--- config.mk ---
export PLATFORM = sky130hd
export DESIGN_NAME = sync_edge_det_multi
export DESIGN_NICKNAME = d
export VERILOG_FILES = /design/src/rtl/sync_edge_pkg.sv /design/src/rtl/sync_edge_chan.sv /design/src/rtl/sync_edge_det_multi.sv
export SDC_FILE = /design/constraint.sdc
export NUM_CORES = 1
export LEC_CHECK = 0
export BUFFER_PORTS_ARGS = -buffer_cell sky130_fd_sc_hd__buf_4
export CAP_MARGIN = 10
export CORE_UTILIZATION = 50
export CTS_CLUSTER_SIZE = 14
export DETAILED_ROUTE_END_ITERATION = 10
export PLACE_DENSITY = 0.79
export RECOVER_POWER = 25
export SETUP_SLACK_MARGIN = 0.02
export SYNTH_ARGS = -nofsm -noshare
export SYNTH_HDL_FRONTEND = slang
export SYNTH_SLANG_ARGS = --single-unit
--- constraint.sdc ---
create_clock -name clk -period 2.3 [get_ports clk]
set_clock_uncertainty 0.15 [all_clocks]
set_input_delay 0.345 -clock clk [delete_from_list [all_inputs] [get_ports clk]]
set_output_delay 0.345 -clock clk [all_outputs]
set_load 0.01 [all_outputs]
--- src/rtl/sync_edge_pkg.sv ---
// ---------------------------------------------------------------------------
// sync_edge_pkg
// Shared types and default parameters for the multi-channel synchroniser /
// debounce / edge detector (sync_edge_det_multi and sync_edge_chan).
// Build option: define SYNC_EDGE_DEBOUNCE_EN to build the debounce counters.
// ---------------------------------------------------------------------------
package sync_edge_pkg;

  // Run-time edge selection; bit 0 enables rising, bit 1 enables falling.
  typedef enum logic [1:0] {
    EDGE_NONE = 2'b00,
    EDGE_RISE = 2'b01,
    EDGE_FALL = 2'b10,
    EDGE_BOTH = 2'b11
  } edge_mode_t;

  localparam int unsigned DEF_NUM_CH          = 4;
  localparam int unsigned DEF_SYNC_STAGES     = 2;
  localparam int unsigned DEF_DEBOUNCE_CYCLES = 4;

  // True when a level change towards new_level is selected by mode.
  function automatic logic edge_qualifies(edge_mode_t mode, logic new_level);
    logic rise_en;
    logic fall_en;
    rise_en = (mode == EDGE_RISE) || (mode == EDGE_BOTH);
    fall_en = (mode == EDGE_FALL) || (mode == EDGE_BOTH);
    return new_level ? rise_en : fall_en;
  endfunction

endpackage

--- src/rtl/sync_edge_chan.sv ---
// ---------------------------------------------------------------------------
// sync_edge_chan
// One channel: SYNC_STAGES-deep synchroniser, optional debounce filter,
// edge qualification and sticky event flag.
// Build option: SYNC_EDGE_DEBOUNCE_EN builds the debounce counter; without it
// the level follows the synchronised input every cycle.
//
// Ports
//   clk          system clock
//   rst          asynchronous active-high reset
//   async_i      asynchronous input pin
//   edge_mode_i  edge selection, sampled only on the cycle the level flips
//   flag_clr_i   write-1-to-clear for flag_o (set has priority)
//   level_o      debounced, synchronised level
//   edge_o       one-cycle pulse on a qualifying level flip
//   flag_o       sticky record of a qualifying level flip
// ---------------------------------------------------------------------------
module sync_edge_chan
  import sync_edge_pkg::*;
#(
  parameter int unsigned SYNC_STAGES     = DEF_SYNC_STAGES,
  parameter int unsigned DEBOUNCE_CYCLES = DEF_DEBOUNCE_CYCLES,
  parameter int unsigned CNT_W           = $clog2(DEBOUNCE_CYCLES + 1)
) (
  input  logic       clk,
  input  logic       rst,
  input  logic       async_i,
  input  edge_mode_t edge_mode_i,
  input  logic       flag_clr_i,
  output logic       level_o,
  output logic       edge_o,
  output logic       flag_o
);

  // Elaboration-time sanity hook on the configuration parameters.
  if (SYNC_STAGES < 2 || DEBOUNCE_CYCLES < 1 || CNT_W < 1) begin : g_bad_cfg
  end

  logic [SYNC_STAGES-1:0] sync_q;
  logic                   sync_c;
  logic                   level_q, level_d;
  logic                   edge_q, edge_d;
  logic                   flag_q, flag_d;

  // Synchroniser shift register; the last stage is the only one used.
  always_ff @(posedge clk or posedge rst) begin
    if (rst) begin
      sync_q <= '0;
    end else begin
      sync_q <= {sync_q[SYNC_STAGES-2:0], async_i};
    end
  end

  assign sync_c = sync_q[SYNC_STAGES-1];

`ifdef SYNC_EDGE_DEBOUNCE_EN
  localparam logic [CNT_W-1:0] CNT_MAX = CNT_W'(DEBOUNCE_CYCLES - 1);

  logic [CNT_W-1:0] cnt_q, cnt_d;

  // Level flips only after DEBOUNCE_CYCLES consecutive differing samples;
  // any agreeing sample restarts the count.
  always_comb begin
    cnt_d   = '0;
    level_d = level_q;
    if (sync_c != level_q) begin
      if (cnt_q == CNT_MAX) begin
        level_d = sync_c;
      end else begin
        cnt_d = cnt_q + CNT_W'(1);
      end
    end
  end

  always_ff @(posedge clk or posedge rst) begin
    if (rst) begin
      cnt_q <= '0;
    end else begin
      cnt_q <= cnt_d;
    end
  end
`else
  assign level_d = sync_c;
`endif

  // Qualification and sticky flag; a coincident set beats the clear.
  always_comb begin
    edge_d = 1'b0;
    if (level_d != level_q) begin
      edge_d = edge_qualifies(edge_mode_i, level_d);
    end
    flag_d = edge_d | (flag_q & ~flag_clr_i);
  end

  always_ff @(posedge clk or posedge rst) begin
    if (rst) begin
      level_q <= 1'b0;
      edge_q  <= 1'b0;
      flag_q  <= 1'b0;
    end else begin
      level_q <= level_d;
      edge_q  <= edge_d;
      flag_q  <= flag_d;
    end
  end

  assign level_o = level_q;
  assign edge_o  = edge_q;
  assign flag_o  = flag_q;

endmodule

--- src/rtl/sync_edge_det_multi.sv ---
// ---------------------------------------------------------------------------
// sync_edge_det_multi
// NUM_CH independent synchroniser / debounce / edge-detect channels between
// board pins and the 12 MHz control domain.
// Build option: SYNC_EDGE_DEBOUNCE_EN enables the per-channel debounce filter.
//
// Ports
//   clk        system clock
//   rst        asynchronous active-high reset
//   async_in   asynchronous inputs, one bit per channel
//   edge_mode  shared mode: 00 none, 01 rising, 10 falling, 11 both
//   flag_clr   write-1-to-clear for edge_flag, per channel
//   level_out  debounced, synchronised levels
//   edge_det   one-cycle pulses on qualifying transitions
//   edge_flag  sticky qualifying-transition flags
// ---------------------------------------------------------------------------
module sync_edge_det_multi
  import sync_edge_pkg::*;
#(
  parameter int unsigned NUM_CH          = DEF_NUM_CH,
  parameter int unsigned SYNC_STAGES     = DEF_SYNC_STAGES,
  parameter int unsigned DEBOUNCE_CYCLES = DEF_DEBOUNCE_CYCLES,
  parameter int unsigned CNT_W           = $clog2(DEBOUNCE_CYCLES + 1)
) (
  input  logic              clk,
  input  logic              rst,
  input  logic [NUM_CH-1:0] async_in,
  input  logic [1:0]        edge_mode,
  input  logic [NUM_CH-1:0] flag_clr,
  output logic [NUM_CH-1:0] level_out,
  output logic [NUM_CH-1:0] edge_det,
  output logic [NUM_CH-1:0] edge_flag
);

  edge_mode_t mode_c;

  assign mode_c = edge_mode_t'(edge_mode);

  // One fully independent channel per input bit.
  for (genvar g = 0; g < NUM_CH; g++) begin : g_chan
    sync_edge_chan #(
      .SYNC_STAGES     (SYNC_STAGES),
      .DEBOUNCE_CYCLES (DEBOUNCE_CYCLES),
      .CNT_W           (CNT_W)
    ) u_chan (
      .clk         (clk),
      .rst         (rst),
      .async_i     (async_in[g]),
      .edge_mode_i (mode_c),
      .flag_clr_i  (flag_clr[g]),
      .level_o     (level_out[g]),
      .edge_o      (edge_det[g]),
      .flag_o      (edge_flag[g])
    );
  end

endmodule

==> metrics.csv <==
metric,value,unit
run status,finished clean,
CP cell instances,buf_4,
CTS Hold Buffers Added,4,
worst-margin pin slew,0.7243,ns
most common flop cell mapped by yosys,dfrtp_1,
number of setup buffers added after CTS,0,
final setup fails,0,
setup TNS,0,ns
Yosys top cell by area,dfrtp_1,
total gr overflow,0,
Critical Path Max Stage Delay,0.43,ns
Syn Inst Count,53,
Pins Over Slew Limit,0,
CP required,1.80,ns
IO Count,24,
Worst Path Buf+Inv,1,
LEAKAGE,0.4451,nW
fin area,912.1,um^2
Routed WL per cell,11.97,um
max cap viols,0,
post-synthesis cell type count,7,
CTS H-Tree Depth,1,
worst vdd ir,0.0003575,V
Routed WL,1041,um
Inst Count DP,79,
worst min path class,in -> async,
Synth Register Bits,20,
most frequent cell after synthesis,dfrtp_1,
area occupied by multi-input gates,125.1,um^2
Post-synth EDFFs,0,
register area,500.5,um^2
Synth Warn #,0,
DRC,0,
Sw Ratio,22.37,%
Flop pwr share,57.9,%
Internal,0.5185,mW
Placer Congestion,0.5906,
routed via count,414,
Syn Nets,65,
switching power,0.1494,mW
Yosys top cell area share,68.14,%
main area contributors after synthesis,"dfrtp_1, buf_4, o221ai_2",
clock-pin slew on the worst setup and hold paths,0.11,ns
detail-routed via count per cell,4.759,
drt pass-1 iters,2,
initial core utilization,55.07,%
Synth async-reset ratio,100.0,%
clock buffer depth,2,
headroom to the max-slew limit,51.66,%
core area,1334,um^2
row count,13,
port bufs,23,
clk_lat worst skew,0.29,ns
die height,40.33,um
PwrDens,732.3,nW/um^2
root buf cell,clkbuf_4,
Fin. Hold Viols,0,
"Avg Cell Area, Syn",13.86,um^2
clock power share,29.4,%
first-pass GRT wire length,1490,um
# resized after CTS,0,
RSZ-0062 raised after global routing,false,
number of antenna violations at the first check in global routing,0,
die area,1626,um^2
final cell count without fillers,87,
fin crit period,1.373,ns
Commonest cells post-synth,"dfrtp_1, buf_4, inv_1",
vias in the first global route,355,
GR Util All Layers,15.38,%
clock tree sinks,20,
fmax,728.3,MHz
final core utilization,68.39,%
CTS Buf Count,3,
Final #Nets,85,
Placed Area,835.8,um^2
crit path launch type,register,
Final period util,59.70,%
Iter 0 DRT Violations,3,
WS Path Type,reg -> out,
TritonCTS clock tree,yes,
Worst Path Arrival,0.88,ns
hpwl dp,801.9,um
Slowest cell on crit path,dfrtp_1,
Mapped Area,734.5,um^2
die width,40.33,um
register area share after synthesis,68.14,%
Worst path top cell family by delay,flip-flops,
Combinational Power Share,12.7,%
CP endpoint kind,output port,
Crit Path Max Fanout,4,
fill count,107,
share of cells above drive strength 1,43.06,%
ANT nets after route,0,
Synth-to-Final Area Change,24.19,%
ant diodes,0,
largest net degree at the start of global routing,21,
==> path summary, 6_finish.rpt <==
path / start / end / slack (ns) / depth (start not counted)
max in group asynchronous: rst / g_chan[0].u_chan.sync_q[1] / 1.53 / 2
min in group clk: flag_clr[0] / g_chan[0].u_chan.flag_o / 0.10 / 2
min reg2reg: g_chan[0].u_chan.sync_q[0] / g_chan[0].u_chan.sync_q[1] / 0.21 / 0
min: rst / g_chan[1].u_chan.level_o / 0.01 / 2
max: g_chan[1].u_chan.level_o / level_out[1] / 0.93 / 1
max reg2reg: g_chan[2].u_chan.sync_q[1] / g_chan[2].u_chan.flag_o / 1.36 / 2
==> power by group through the flow <==
stage               combinational (mW)  sequential [mW]  clock (mW)
floorplan                       0.0579            0.391           0
global placement                0.0782            0.393           0
detailed placement              0.0811            0.395           0
CTS                             0.0864            0.388       0.208
global route                    0.0932            0.391       0.221
finish                          0.0847            0.387       0.196
==> per-layer routing <==
metal | wire length [um] | global-route usage (%)
met4 | 12 | 15.00
met1 | 390 | 15.58
met3 | 52 | 3.333
met2 | 585 | 25.40
met5 | 0 | 0
==> final cells by class <==
class | count | area share [%]
well taps | 15 | 2.058
clock buffers | 4 | 3.978
inverters | 5 | 2.058
flip-flops and latches | 20 | 54.87
multi-input cells | 16 | 13.72
repair buffers | 27 | 23.32
==> cell usage in the layout, fill, tap and decap left out, drive strengths merged <==
cell / instances
buf: 22
clkbuf: 5
dfrtp: 20
dlygate4sd3: 4
inv: 5
nand2: 4
nand3b: 4
o21ai: 4
o221ai: 4
==> worst reg2reg max path: stages, from the launching register on <==
cell	delay, ns
dfrtp_1	0.44
nand3b_1	0.14
o221ai_2	0.10
==> flip-flops by register name, summed over array words and instances (netlist names) <==
signal                 flops
g_chan.u_chan.sync_q       8
g_chan.u_chan.edge_o       4
g_chan.u_chan.flag_o       4
g_chan.u_chan.level_o      4
==> cell families (layout without fill, tap and decap cells) <==
kind of cell | Yosys count | after routing | synth area share (%)
simple gates | 8 | 8 | 6.132
compound gates | 8 | 8 | 10.90
flops | 20 | 20 | 68.14
buf+inv | 17 | 36 | 14.82
==> through the flow <==
step	worst slack [ns]	hold WS [ns]	power, mW
floorplan	1.275	0.1588	0.4489
global placement	1.192	0.1832	0.4710
finish	0.9269	0.01439	0.6679
global route	0.8815	0.06794	0.7048
CTS	0.9072	0.02686	0.6823
detailed placement	1.144	0.1873	0.4758
Power figures use the tool's default switching activity.
